==> src/rtl/serial_frame_rx.sv <==
// serial_frame_rx
// Receives one asynchronous serial frame per start pulse: start bit,
// DATA_BITS data bits LSB first, optional even parity bit, stop bit.
// The payload of each good frame lands in a valid/ready output register.
//
// Optional feature: define SERIAL_RX_PARITY_EN to insert an even-parity bit
// between the data bits and the stop bit and to add the parity_err output.
//
// Output handshake: data_valid high means data_out holds a word the consumer
// has not yet taken; the word is taken on any rising clk edge where
// data_valid && data_ready, and data_valid drops the following cycle unless
// a new good frame is loaded on that same edge, in which case the new word
// replaces the old one and data_valid stays high.
module serial_frame_rx #(
    parameter int CLKS_PER_BIT = 16,
    parameter int DATA_BITS    = 8
) (
    input  logic                 clk,
    input  logic                 rst,
    input  logic                 req,
    input  logic                 serial_in,
    output logic [DATA_BITS-1:0] data_out,
    output logic                 data_valid,
    input  logic                 data_ready,
    output logic                 busy,
    output logic                 frame_err,
`ifdef SERIAL_RX_PARITY_EN
    output logic                 parity_err,
`endif
    output logic                 overrun
);

    localparam int CNT_W = (CLKS_PER_BIT > 1) ? $clog2(CLKS_PER_BIT) : 1;
    localparam int IDX_W = $clog2(DATA_BITS + 1);

    // req arrives one cycle after the line falls, so the start-bit centre
    // is reached two counts earlier than a plain half-bit count.
    localparam logic [CNT_W-1:0] START_SAMPLE = CNT_W'(CLKS_PER_BIT / 2 - 2);
    localparam logic [CNT_W-1:0] BIT_LAST     = CNT_W'(CLKS_PER_BIT - 1);
    localparam logic [IDX_W-1:0] IDX_LAST     = IDX_W'(DATA_BITS - 1);

    localparam logic [2:0] S_IDLE   = 3'd0;
    localparam logic [2:0] S_START  = 3'd1;
    localparam logic [2:0] S_DATA   = 3'd2;
    localparam logic [2:0] S_STOP   = 3'd3;
`ifdef SERIAL_RX_PARITY_EN
    localparam logic [2:0] S_PARITY = 3'd4;
`endif

    logic [2:0]           state;
    logic [2:0]           state_next;
    logic [CNT_W-1:0]     cnt;
    logic [IDX_W-1:0]     bit_idx;
    logic [DATA_BITS-1:0] shreg;

    logic start_tick;
    logic data_tick;
    logic stop_tick;
    logic last_data;
    logic sample_tick;
    logic state_change;
    logic stop_good;
    logic accept;

`ifdef SERIAL_RX_PARITY_EN
    logic par_tick;
    logic par_acc;
    logic par_bad;
`endif

    // Sample strobes: one per bit, taken at the bit-specific count value.
    always_comb begin
        start_tick = (state == S_START) && (cnt == START_SAMPLE);
        data_tick  = (state == S_DATA)  && (cnt == BIT_LAST);
        stop_tick  = (state == S_STOP)  && (cnt == BIT_LAST);
        last_data  = data_tick && (bit_idx == IDX_LAST);
        accept     = data_valid && data_ready;
`ifdef SERIAL_RX_PARITY_EN
        par_tick    = (state == S_PARITY) && (cnt == BIT_LAST);
        sample_tick = start_tick || data_tick || par_tick || stop_tick;
        stop_good   = stop_tick && serial_in && !par_bad;
`else
        sample_tick = start_tick || data_tick || stop_tick;
        stop_good   = stop_tick && serial_in;
`endif
    end

    // Next-state decode for the frame sequencer.
    always_comb begin
        state_next = state;
        case (state)
            S_IDLE: begin
                if (req) begin
                    state_next = S_START;
                end
            end
            S_START: begin
                if (start_tick) begin
                    // A high line at the start-bit centre is a glitch.
                    state_next = serial_in ? S_IDLE : S_DATA;
                end
            end
            S_DATA: begin
                if (last_data) begin
`ifdef SERIAL_RX_PARITY_EN
                    state_next = S_PARITY;
`else
                    state_next = S_STOP;
`endif
                end
            end
`ifdef SERIAL_RX_PARITY_EN
            S_PARITY: begin
                if (par_tick) begin
                    state_next = S_STOP;
                end
            end
`endif
            S_STOP: begin
                if (stop_tick) begin
                    state_next = S_IDLE;
                end
            end
            default: begin
                state_next = S_IDLE;
            end
        endcase
        state_change = (state_next != state);
    end

    // State register; req is only looked at from IDLE, so pulses mid-frame are dropped.
    always_ff @(posedge clk) begin
        if (rst) begin
            state <= S_IDLE;
        end else begin
            state <= state_next;
        end
    end

    // Cycle counter within the current bit, restarted at every sample and state change.
    always_ff @(posedge clk) begin
        if (rst) begin
            cnt <= '0;
        end else if (state_change || sample_tick) begin
            cnt <= '0;
        end else if (state != S_IDLE) begin
            cnt <= cnt + 1'b1;
        end
    end

    // Data bit index: cleared when the start bit is confirmed, bumped per data sample.
    always_ff @(posedge clk) begin
        if (rst) begin
            bit_idx <= '0;
        end else if (start_tick) begin
            bit_idx <= '0;
        end else if (data_tick) begin
            bit_idx <= bit_idx + 1'b1;
        end
    end

    // Shift register fills from the MSB side so the first bit ends up at index 0.
    always_ff @(posedge clk) begin
        if (rst) begin
            shreg <= '0;
        end else if (data_tick) begin
            shreg <= {serial_in, shreg[DATA_BITS-1:1]};
        end
    end

`ifdef SERIAL_RX_PARITY_EN
    // Running even parity over the data bits, judged when the parity bit is sampled.
    always_ff @(posedge clk) begin
        if (rst) begin
            par_acc <= 1'b0;
            par_bad <= 1'b0;
        end else if (start_tick) begin
            par_acc <= 1'b0;
            par_bad <= 1'b0;
        end else if (data_tick) begin
            par_acc <= par_acc ^ serial_in;
        end else if (par_tick) begin
            par_bad <= par_acc ^ serial_in;
        end
    end

    // Parity error pulse is issued together with the stop-bit sample.
    always_ff @(posedge clk) begin
        if (rst) begin
            parity_err <= 1'b0;
        end else begin
            parity_err <= stop_tick && par_bad;
        end
    end
`endif

    // Output register: load on a good stop bit, otherwise drain on accept.
    always_ff @(posedge clk) begin
        if (rst) begin
            data_out   <= '0;
            data_valid <= 1'b0;
            frame_err  <= 1'b0;
            overrun    <= 1'b0;
        end else begin
            frame_err <= stop_tick && !serial_in;
            if (stop_good) begin
                data_out   <= shreg;
                data_valid <= 1'b1;
                if (data_valid && !data_ready) begin
                    overrun <= 1'b1;
                end
            end else if (accept) begin
                data_valid <= 1'b0;
            end
        end
    end

    assign busy = (state != S_IDLE);

endmodule

==> config.mk <==
export PLATFORM = sky130hd
export DESIGN_NAME = serial_frame_rx
export DESIGN_NICKNAME = d
export VERILOG_FILES = /design/src/rtl/serial_frame_rx.sv
export SDC_FILE = /design/constraint.sdc
export NUM_CORES = 1
export LEC_CHECK = 0
export CORE_AREA = 2 2 56 58
export DETAILED_ROUTE_END_ITERATION = 6
export DIE_AREA = 0 0 58 60
export GPL_ROUTABILITY_DRIVEN = 0
export GPL_TIMING_DRIVEN = 0
export PLACE_DENSITY_LB_ADDON = 0.25
export SYNTH_ARGS = -nofsm -noshare
export SYNTH_HDL_FRONTEND = slang
export SYNTH_SLANG_ARGS = --single-unit
==> constraint.sdc <==
create_clock -name clk -period 2.7 [get_ports clk]
set_input_delay 0.54 -clock clk [delete_from_list [all_inputs] [get_ports clk]]
set_output_delay 0.54 -clock clk [all_outputs]
set_load 0.02 [all_outputs]
==> key figures, run 1 <==
Global routing
  – Vias in the first global route: about 1.1k
  – Total GRT Usage: 0.189
  – Largest net degree at the start of global routing: 11
  – Initial antenna violation count: 0
  – First-pass GRT wire length: approximately 5.1 mm
  – GRT overflow: 0

Yosys
  – Syn_area_per_cell: 8.83 um^2
  – Flops & latches, synth: 30
  – Yosys warnings: 0
  – Number of library cell types mapped by synthesis: 38
  – Mapped Area: roughly 0.0014 mm^2
  – Syn Inst Count: about 150
  – Post-synth net total: 162
  – Sequential area share after synthesis: 0.442

STA
  – Final Hold Vio Count: 0
  – Tightest Pin Transition: approximately 770 ps
  – Setup violators final: 0
  – RSZ-0062 raised after global routing: no
  – Setup Skew: 4.67 ps
  – Final Cycle Share: 0.946
  – Rel. slew slack: 0.482
  – Setup TNS: 0 ps
  – Fmax: 0.392 GHz
  – Min Tclk post-route: between 2000 and 3000 ps
  – Slew Limit Fails: 0
  – WHS: between 400 and 500 ps

Detailed routing
  – DR vias/cell: ~5.8
  – DRC Markers: 0
  – Vias: between 1k and 1.5k
  – DR WL/cell: about 14 um
  – DRT Wirelength: roughly 2.9 mm
  – Antenna Nets Post-Route: 0
  – Starting DRT DRC Count: between 50 and 60
  – DRT Pass-1 Iters: 5

Pwr
  – Cell Pwr Density: 479 mW/mm^2
  – Pwr Total: slightly below 0.8 mW
  – Worst-case vdd ir drop: between 300 and 400 uV
  – LEAKAGE: between 0.5 and 0.6 nW

Floorplan
  – Die Width: just under 60 um
  – Die area: 0.00348 mm^2
  – Core outline area: 0.00290 mm^2
  – Die Ht: roughly 60 um
  – Initial Util: 0.469
  – Num ports: 17
  – Row cnt: 20

Hold path
  – Hold WC Path Type: reg2reg

Critical path
  – Crit path required time: about 2200 ps
  – Critical path startpoint category: flop
  – Reg2reg setup slack: between 900 and 1000 ps
  – Critical Path AT: approximately 2000 ps
  – Slowest-stage cell, CP: clkdlybuf4s50_1
  – Worst r2r src: cnt[1]$_SDFFE_PP0N_
  – Delay-heaviest family, CP: buffers and inverters
  – Worst reg2reg endpoint: state[0]$_SDFF_PP0_
  – Crit. Startpoint: state[1]$_SDFF_PP0_
  – Crit path cell chain: buf_2 -> nor3_1 -> inv_1 -> clkdlybuf4s50_1
  – Stages on worst setup path: 4
  – Crit path max fanout: 10
  – WP buf/inv: 3
  – Crit. End Element: primary output
  – CP Class: reg2out
  – Worst setup path endpoint: busy
  – Worst r2r path cells: 4
  – Crit-path max cell delay: approximately 570 ps

CTS
  – PostCTS Resize Cnt: 0
  – Clock sinks: 30
  – Worst-skew pair later-pin latency: approximately 320 ps
  – Number of buffers created by CTS: 5
  – Clock transition at path regs: around 90 ps
  – CTS tree: built
  – H-Tree Depth: 2
  – CTS Hold Bufs: 0
  – Post-CTS Setup Bufs: 0
  – Longest Clk Path Bufs: 2
  – Root Buffer: clkbuf_4

Placement
  – HPWL Detailed: between 2 and 2.5 mm
  – Port bufs: 16
  – Post-placement cell area: roughly 0.0016 mm^2

Finish
  – Ant. Diodes: 0
  – Filler cell count: 267
  – Multi-input logic area: between 600 and 700 um^2
  – Sequential cell area: 601 um^2
  – Proportion of layout cells with a drive suffix above 1: 0.146
  – Synth-to-layout area growth: 19.2%
  – Final instance area: 0.00162 mm^2
  – Nets: between 150 and 200

Run status
  – Status: complete, no violations

Job
  – Max-cap violations: 0
cells by family after synthesis:
family	after synthesis	synth area share
compound gates	53	0.273
simple gates	38	0.151
flops	30	0.442
buf+inv	27	0.0911
fa+ha+maj	3	0.0276
xor+xnor	2	0.0129
other cells	1	0.00276
worst register-to-register path, cell delays in order, from the launching register on:
cell and delay (ps):
dfxtp_1 390, ha_1 270, nand4_1 310, or4_1 560
a31oi_1 140
routing by layer:
metal | up-vias | routed length, um | global-route usage
met4 | 0 | 54 | 0.0997
met1 | 557 | 1420 | 0.258
met5 | - | 0 | 0
li1 | 619 | - | -
met2 | 31 | 1300 | 0.279
met3 | 8 | 168 | 0.0433
per-stage QoR:
step,setup WS (ps),utilization,cells
after detailed placement,510,0.538,203
after floorplan,1120,-,154
after CTS,139,0.559,211
final,147,0.559,211
after global placement,547,0.538,203
after global routing,50.4,0.559,211
cell type report:
cell class	count	area share
multi-input combinational	97	0.392
sequential	30	0.370
timing repair buffer	16	0.0988
buffer	15	0.0486
clock buffer	7	0.0340
inverter	12	0.0278
tap	33	0.0255
clock inverter	1	0.00309
Yosys cell counts:
| cell | n | area, um^2 |
|---|---|---|
| buf_6 | 1 | 11.3 |
| or4_1 | 3 | 22.5 |
| o21ba_2 | 1 | 10.0 |
| a311oi_1 | 8 | 70.1 |
| conb_1 | 1 | 3.75 |
| buf_2 | 4 | 20.0 |
| o21ai_0 | 11 | 55.1 |
| dfxtp_1 | 30 | 601 |
| a211oi_1 | 1 | 7.51 |
| nand2_1 | 3 | 11.3 |
| buf_4 | 2 | 15.0 |
| and3_1 | 1 | 6.26 |
| a21oi_1 | 13 | 65.1 |
| clkbuf_2 | 2 | 10.0 |
| o41ai_1 | 1 | 8.76 |
| a31o_2 | 8 | 70.1 |
| nor4_1 | 1 | 6.26 |
| clkbuf_1 | 6 | 22.5 |
| ha_1 | 3 | 37.5 |
| xnor2_1 | 1 | 8.76 |
| a31oi_1 | 1 | 6.26 |
| a2111oi_0 | 1 | 8.76 |
| nor2_1 | 3 | 11.3 |
| inv_1 | 11 | 41.3 |
| xor2_1 | 1 | 8.76 |
| nor3_1 | 3 | 15.0 |
| or3_1 | 2 | 12.5 |
| o31ai_1 | 5 | 37.5 |
| a211o_1 | 1 | 8.76 |
| or2_0 | 1 | 6.26 |
| nand3_1 | 16 | 80.1 |
| clkinv_1 | 1 | 3.75 |
| and4_1 | 1 | 8.76 |
| nand2b_1 | 2 | 12.5 |
| nor2b_1 | 1 | 6.26 |
| a2111oi_2 | 1 | 15.0 |
| o221ai_1 | 1 | 8.76 |
| nand4_1 | 1 | 6.26 |
cells in the final DEF (no fill, tap or decap), drive strengths merged, types with 5 or more instances in the layout:
master / count
clkdlybuf4s50: 16
a21oi: 13
buf: 7
dfxtp: 30
o31ai: 5
a311oi: 8
nand3: 16
a31o: 8
clkbuf: 15
inv: 11
o21ai: 11
registers in the layout, summed over array words and instances, names as in the netlist:
signal	flops
overrun	1
state	3
bit_idx	4
cnt	4
frame_err	1
shreg	8
data_valid	1
data_out	8
worst min path at each step:
stage                                  from                       to  depth (start not counted)
global route           overrun$_SDFFE_PP0P_     overrun$_SDFFE_PP0P_                          2
global placement       overrun$_SDFFE_PP0P_     overrun$_SDFFE_PP0P_                          2
detailed placement     overrun$_SDFFE_PP0P_     overrun$_SDFFE_PP0P_                          2
floorplan           bit_idx[3]$_SDFFE_PP0P_  bit_idx[3]$_SDFFE_PP0P_                          2
finish                 overrun$_SDFFE_PP0P_     overrun$_SDFFE_PP0P_                          2
CTS                    overrun$_SDFFE_PP0P_     overrun$_SDFFE_PP0P_                          2
power breakdown:
part / total (mW) / internal, mW / switching [mW]
clock network: 0.277 / 0.126 / 0.151
logic: 0.0517 / 0.0185 / 0.0331
registers: 0.447 / 0.445 / 0.00184
total: 0.776 / 0.590 / 0.186
(Power assumes the default switching activity.)
==> run 2, diff against run 1 <==
--- a/config.mk
+++ b/config.mk
@@ -5,12 +5,13 @@
 export SDC_FILE = /design/constraint.sdc
 export NUM_CORES = 1
 export LEC_CHECK = 0
-export CORE_AREA = 2 2 56 58
+export CORE_AREA = 2 2 62 52
 export DETAILED_ROUTE_END_ITERATION = 6
-export DIE_AREA = 0 0 58 60
+export DIE_AREA = 0 0 64 54
 export GPL_ROUTABILITY_DRIVEN = 0
 export GPL_TIMING_DRIVEN = 0
 export PLACE_DENSITY_LB_ADDON = 0.25
+export SKIP_LAST_GASP = 1
 export SYNTH_ARGS = -nofsm -noshare
 export SYNTH_HDL_FRONTEND = slang
 export SYNTH_SLANG_ARGS = --single-unit
==> run 2 against run 1 <==
Register-to-register slack got worse by 20 ps. Final cell count grew 3.3%. Global-route usage grew 0.54 points. Largest cell class unchanged. Combinational power rose by 3%. Fmax increased by 7.4%. Total power increased by 0.40%. Clock skew up 5.7 ps. Largest power group unchanged. Highest routed layer unchanged. Worst hold slack improved by 10 ps.
==> key figures, run 2 (same netlist as run 1, synthesis figures left out) <==
STA
  – Final Cycle Share: 0.881 (-0.0648)
  – Final Hold Vio Count: 0 (unchanged)
  – Setup violators final: 0 (unchanged)
  – Slew Limit Fails: 0 (unchanged)
  – Setup TNS: 0 ps (unchanged)
  – Fmax: 0.420 GHz (+7.4%)
  – Setup Skew: 10.3 ps (+5.65 ps)
  – Min Tclk post-route: 2380 ps (-175 ps)
  – Tightest Pin Transition: 807 ps (+40.5 ps)
  – Rel. slew slack: 0.455 (-0.0273)
  – RSZ-0062 raised after global routing: no

Global routing
  – Largest net degree at the start of global routing: 11 (unchanged)
  – GRT overflow: 0 (unchanged)
  – First-pass GRT wire length: 5.18 mm (+2.5%)
  – Vias in the first global route: 1123 (+2.3%)
  – Initial antenna violation count: 0 (unchanged)
  – Total GRT Usage: 0.195 (+0.00537)

CTS
  – Longest Clk Path Bufs: 2 (unchanged)
  – Clock sinks: 30 (unchanged)
  – H-Tree Depth: 2 (unchanged)
  – Number of buffers created by CTS: 5 (unchanged)
  – CTS tree: built
  – Worst-skew pair later-pin latency: 330 ps (about the same)
  – Post-CTS Setup Bufs: 0 (unchanged)
  – Root Buffer: clkbuf_4
  – Clock transition at path regs: 100 ps (about the same)

Finish
  – Largest regs: data_out x8, shreg x8
  – Nets: 185 (unchanged)
  – Proportion of layout cells with a drive suffix above 1: 0.152 (+0.00562)
  – Most common cell after layout, fill and taps aside: dfxtp_1
  – Non-Filler Instances: 218 (+3.3%)
  – Synth-to-layout area growth: 20.2%
  – Ant. Diodes: 0 (unchanged)
  – Most frequent cells in the layout: dfxtp_1, nand3_1, clkdlybuf4s50_1, a21oi_1

Pwr
  – Cell Pwr Density: 476 mW/mm^2 (-0.45%)
  – Pwr Total: 0.779 mW (+0.40%)
  – LEAKAGE: 0.549 nW (+0.49%)
  – Worst-case vdd ir drop: 215 uV (-36%)

Detailed routing
  – DRT Pass-1 Iters: 4 (-1)
  – DRC Markers: 0 (unchanged)
  – DRT Wirelength: 3.01 mm (+2.3%)
  – Antenna Nets Post-Route: 0 (unchanged)
  – DR vias/cell: 5.78 (+0.37%)
  – Vias: 1260 (+3.7%)
  – DR WL/cell: 13.8 um (-0.94%)
  – Starting DRT DRC Count: 69 (+35%)

Critical path
  – Critical path startpoint category: flop
  – Crit path max fanout: 10 (unchanged)
  – CP Class: reg2out
  – Crit path required time: 2160 ps (about the same)
  – Crit. End Element: primary output
  – Critical Path AT: 1840 ps (-170 ps)

Floorplan
  – Die area: 0.00346 mm^2 (-0.69%)
  – Die Width: 64 um (+10%)
  – Row cnt: 18 (-10%)
  – Num ports: 17 (unchanged)
  – Core outline area: 0.00291 mm^2 (about the same)
  – Initial Util: 0.468 (about the same)
  – Die Ht: 54 um (-10%)

Job
  – Max-cap violations: 0 (unchanged)

Placement
  – Placed cells: 210 (+3.4%)
  – Port bufs: 16 (unchanged)
  – HPWL Detailed: 2.09 mm (-0.39%)

Run status
  – Status: complete, no violations

Hold path
  – Hold WC Path Type: reg2reg
==> run 2: cell count changes in the layout (fill, tap and decap cells not counted) <==
cell,before,now
nor3_1,3,2
nor3_2,0,1
==> run 2: report_power, final <==
| part | switching [mW] | total (mW) | internal [mW] |
|---|---|---|---|
| Sequential | 0.00180 | 0.447 | 0.445 |
| Clock | 0.153 | 0.279 | 0.126 |
| Combinational | 0.0342 | 0.0530 | 0.0188 |
| Total | 0.189 | 0.779 | 0.590 |
==> run 2: routing by layer <==
layer / share of wire / vias up / wire length [um] / global-route usage
met5: 0 / - / 0 / 0
met4: 0.014 / 0 / 41 / 0.0652
met3: 0.044 / 8 / 133 / 0.0523
met2: 0.45 / 23 / 1350 / 0.302
met1: 0.49 / 613 / 1490 / 0.264
li1: - / 616 / - / -
==> run 2: what timing repair did <==
action / CTS / global route
endpoints found under the setup margin: 0 / 1
hold buffers: 0 / 0
gates resized for setup: 0 / 1
==> run 2: final timing paths <==
path         cells past startpoint                  from                       to  slack [ps]
max reg2reg                      4   cnt[1]$_SDFFE_PP0N_  bit_idx[3]$_SDFFE_PP0P_         930
max                              4   state[1]$_SDFF_PP0_                     busy         320
min reg2reg                      2  overrun$_SDFFE_PP0P_     overrun$_SDFFE_PP0P_         460
min                              2  overrun$_SDFFE_PP0P_     overrun$_SDFFE_PP0P_         460
==> run 2: cell type report <==
type                    instances  area (um^2)
multi-input cells              97          641
flip-flops and latches         30          601
clock buffers                   7         55.1
repair buffers                 16          160
clock inverters                 1         5.00
well taps                      40         50.0
inverters                      12         45.0
plain buffers                  15         78.8
fillers                       275         1270
==> run 2: stage by stage <==
stage                      util  instance area, um^2  hold WS, ps  worst slack (ps)
final                     0.563                 1640          465               322
after floorplan               -                 1360          447              1120
after global routing      0.563                 1640          489               213
after global placement    0.540                 1570          438               555
after detailed placement  0.540                 1570          439               515
after CTS                 0.561                 1630          461               152
==> run 2: worst max-delay path, cell delays in order, from the launching register on <==
cell,delay [ps]
dfxtp_1,300
buf_2,160
nor3_2,350
inv_1,140
clkdlybuf4s50_1,560
==> run 3, diff against run 2 <==
--- a/config.mk
+++ b/config.mk
@@ -6,10 +6,10 @@
 export NUM_CORES = 1
 export LEC_CHECK = 0
 export CORE_AREA = 2 2 62 52
+export CTS_BUF_LIST = sky130_fd_sc_hd__clkbuf_8
 export DETAILED_ROUTE_END_ITERATION = 6
 export DIE_AREA = 0 0 64 54
 export GPL_ROUTABILITY_DRIVEN = 0
-export GPL_TIMING_DRIVEN = 0
 export PLACE_DENSITY_LB_ADDON = 0.25
 export SKIP_LAST_GASP = 1
 export SYNTH_ARGS = -nofsm -noshare
==> run 3 against run 2 <==
Clock power up 30%. Global-route usage down 0.43 points. Largest power group unchanged. Combinational power down 15%. Design area is 1.1% lower. Highest routed layer unchanged. Flip-flop and latch count is the same. Routed wire length rose by 0.50%. Sequential power increased by 0.9%. Sequential share of layout area grew 0.40 points. Critical endpoint unchanged. First-iteration DRC count increased by 120%.
==> key figures, run 3 (same netlist as run 1, synthesis figures left out) <==
Critical path
  – Crit path max fanout: 10 (unchanged)
  – Slowest-stage cell, CP: clkdlybuf4s50_1
  – Crit-path max cell delay: 560 ps (about the same)
  – Crit path cell chain: nor3_2 -> inv_1 -> clkdlybuf4s50_1
  – Worst r2r path cells: 4 (unchanged)
  – CP Class: reg2out
  – Worst reg2reg endpoint: state[0]$_SDFF_PP0_
  – Reg2reg setup slack: 970 ps (+40 ps)
  – Critical path startpoint category: flop
  – Crit path required time: 2160 ps (about the same)
  – Worst setup path endpoint: busy
  – Crit. End Element: primary output
  – Crit. Startpoint: state[1]$_SDFF_PP0_
  – Worst r2r src: cnt[1]$_SDFFE_PP0N_
  – Critical Path AT: 1790 ps (-50 ps)

Placement
  – Dpl ws: 516 ps (+0.778 ps)
  – HPWL Detailed: 2.10 mm (+0.32%)
  – Port bufs: 16 (unchanged)

Detailed routing
  – DR vias/cell: 5.92 (+2.4%)
  – Vias: 1225 (-2.8%)
  – DRT Pass-1 Iters: 4 (unchanged)
  – DRT Wirelength: 3.03 mm (+0.50%)
  – DR WL/cell: 14.6 um (+5.8%)
  – Starting DRT DRC Count: 154 (+120%)
  – DRC Markers: 0 (unchanged)
  – Antenna Nets Post-Route: 0 (unchanged)

Finish
  – Synth-to-layout area growth: 19.0%
  – Proportion of layout cells with a drive suffix above 1: 0.132 (-0.0199)
  – Most frequent cells in the layout: dfxtp_1, nand3_1, clkdlybuf4s50_1, a21oi_1, inv_1
  – Most common cell after layout, fill and taps aside: dfxtp_1
  – Nets: 174 (-5.9%)
  – Filler cell count: 261 (-5.1%)
  – Largest regs: data_out x8, shreg x8
  – Ant. Diodes: 0 (unchanged)

Pwr
  – LEAKAGE: 0.532 nW (-3.0%)
  – Cell Pwr Density: 530 mW/mm^2 (+11%)
  – Worst-case vdd ir drop: 273 uV (+27%)

Floorplan
  – Num ports: 17 (unchanged)
  – Die Ht: 54 um (unchanged)
  – Die Width: 64 um (unchanged)
  – Row cnt: 18 (unchanged)
  – Core outline area: 0.00291 mm^2 (unchanged)
  – Die area: 0.00346 mm^2 (unchanged)
  – Initial Util: 0.468 (unchanged)

CTS
  – Longest Clk Path Bufs: 2 (unchanged)
  – Root Buffer: clkbuf_8
  – CTS Hold Bufs: 0 (unchanged)
  – H-Tree Depth: 2 (unchanged)
  – Number of buffers created by CTS: 5 (unchanged)
  – PostCTS Resize Cnt: 0 (unchanged)
  – Clock sinks: 30 (unchanged)
  – Clock transition at path regs: 70 ps (-30 ps)
  – CTS tree: built
  – Post-CTS Setup Bufs: 0 (unchanged)
  – Worst-skew pair later-pin latency: 280 ps (-50 ps)

STA
  – Min Tclk post-route: 2330 ps (-52.0 ps)
  – Final Cycle Share: 0.862 (-0.0192)
  – PnR worst setup slack: 374 ps (+52.0 ps)
  – WHS: 452 ps (-13.2 ps)
  – Final Hold Vio Count: 0 (unchanged)
  – Setup Skew: 9.04 ps (-1.29 ps)
  – Fmax: 0.430 GHz (+2.2%)
  – Tightest Pin Transition: 829 ps (+21.7 ps)
  – RSZ-0062 raised after global routing: no
  – Setup TNS: 0 ps (unchanged)
  – Slew Limit Fails: 0 (unchanged)
  – Rel. slew slack: 0.440 (-0.0147)
  – Setup violators final: 0 (unchanged)

Hold path
  – Hold Crit Depth: 2 (unchanged)
  – Hold WC Path Type: reg2reg

Job
  – Max-cap violations: 0 (unchanged)

Global routing
  – Initial antenna violation count: 0 (unchanged)
  – Vias in the first global route: 1044 (-7.0%)
  – Total GRT Usage: 0.191 (-0.00432)
  – GRT overflow: 0 (unchanged)
  – First-pass GRT wire length: 4.94 mm (-4.5%)
  – Largest net degree at the start of global routing: 17 (+6)

Run status
  – Status: complete, no violations
[run 3: cell count changes in the layout (fill, tap and decap cells not counted)]
cell      delta
buf_2        -4
inv_1        +1
clkbuf_4     -5
clkbuf_1     -7
buf_4        +2
buf_6        -1
clkbuf_8     +5
clkbuf_2     -2
[run 3: per-stage QoR]
step	cells	area (um^2)	util	total power, mW
6_report	207	1620	0.557	0.858
2_1_floorplan	154	1360	-	0.490
5_1_grt	207	1620	0.557	0.891
4_1_cts	207	1610	0.555	0.866
3_3_place_gp	199	1520	0.524	0.503
3_5_place_dp	199	1520	0.524	0.504
[run 3: metal layers]
metal  vias up  routed length [um]  GRT usage
met5         -                   0          0
met4         0                  28      0.105
met3         4                 186     0.0481
met2        48                1360      0.292
met1       579                1450      0.249
li1        594                   -          -
[run 3: layout make-up]
cell class | instances | area [um^2] | share of cell area
Multi-Input combinational cell | 97 | 641 | 0.396
Timing Repair Buffer | 20 | 190 | 0.118
Tap cell | 40 | 50.0 | 0.0309
Clock buffer | 6 | 82.6 | 0.0510
Inverter | 12 | 45.0 | 0.0278
Sequential cell | 30 | 601 | 0.371
Clock inverter | 2 | 8.76 | 0.00541
[run 3: worst min-delay path by stage]
| stage | start | endpoint |
|---|---|---|
| after floorplan | bit_idx[3]$_SDFFE_PP0P_ | bit_idx[3]$_SDFFE_PP0P_ |
| after CTS | overrun$_SDFFE_PP0P_ | overrun$_SDFFE_PP0P_ |
| after global routing | overrun$_SDFFE_PP0P_ | overrun$_SDFFE_PP0P_ |
| after detailed placement | overrun$_SDFFE_PP0P_ | overrun$_SDFFE_PP0P_ |
| after global placement | overrun$_SDFFE_PP0P_ | overrun$_SDFFE_PP0P_ |
| final | overrun$_SDFFE_PP0P_ | overrun$_SDFFE_PP0P_ |
[run 3: power by group]
part	internal [mW]	leakage, nW	switching [mW]
combinational	0.0157	0.238	0.0292
sequential	0.446	0.242	0.00553
clock	0.201	0.0524	0.160
total	0.663	0.532	0.195
[run 3: critical path: cells and delay by family (launching register included)]
family	cells	cell delay (ps)
flip-flops	1	410
buffers and inverters	2	700
AND/OR/NAND/NOR	1	390
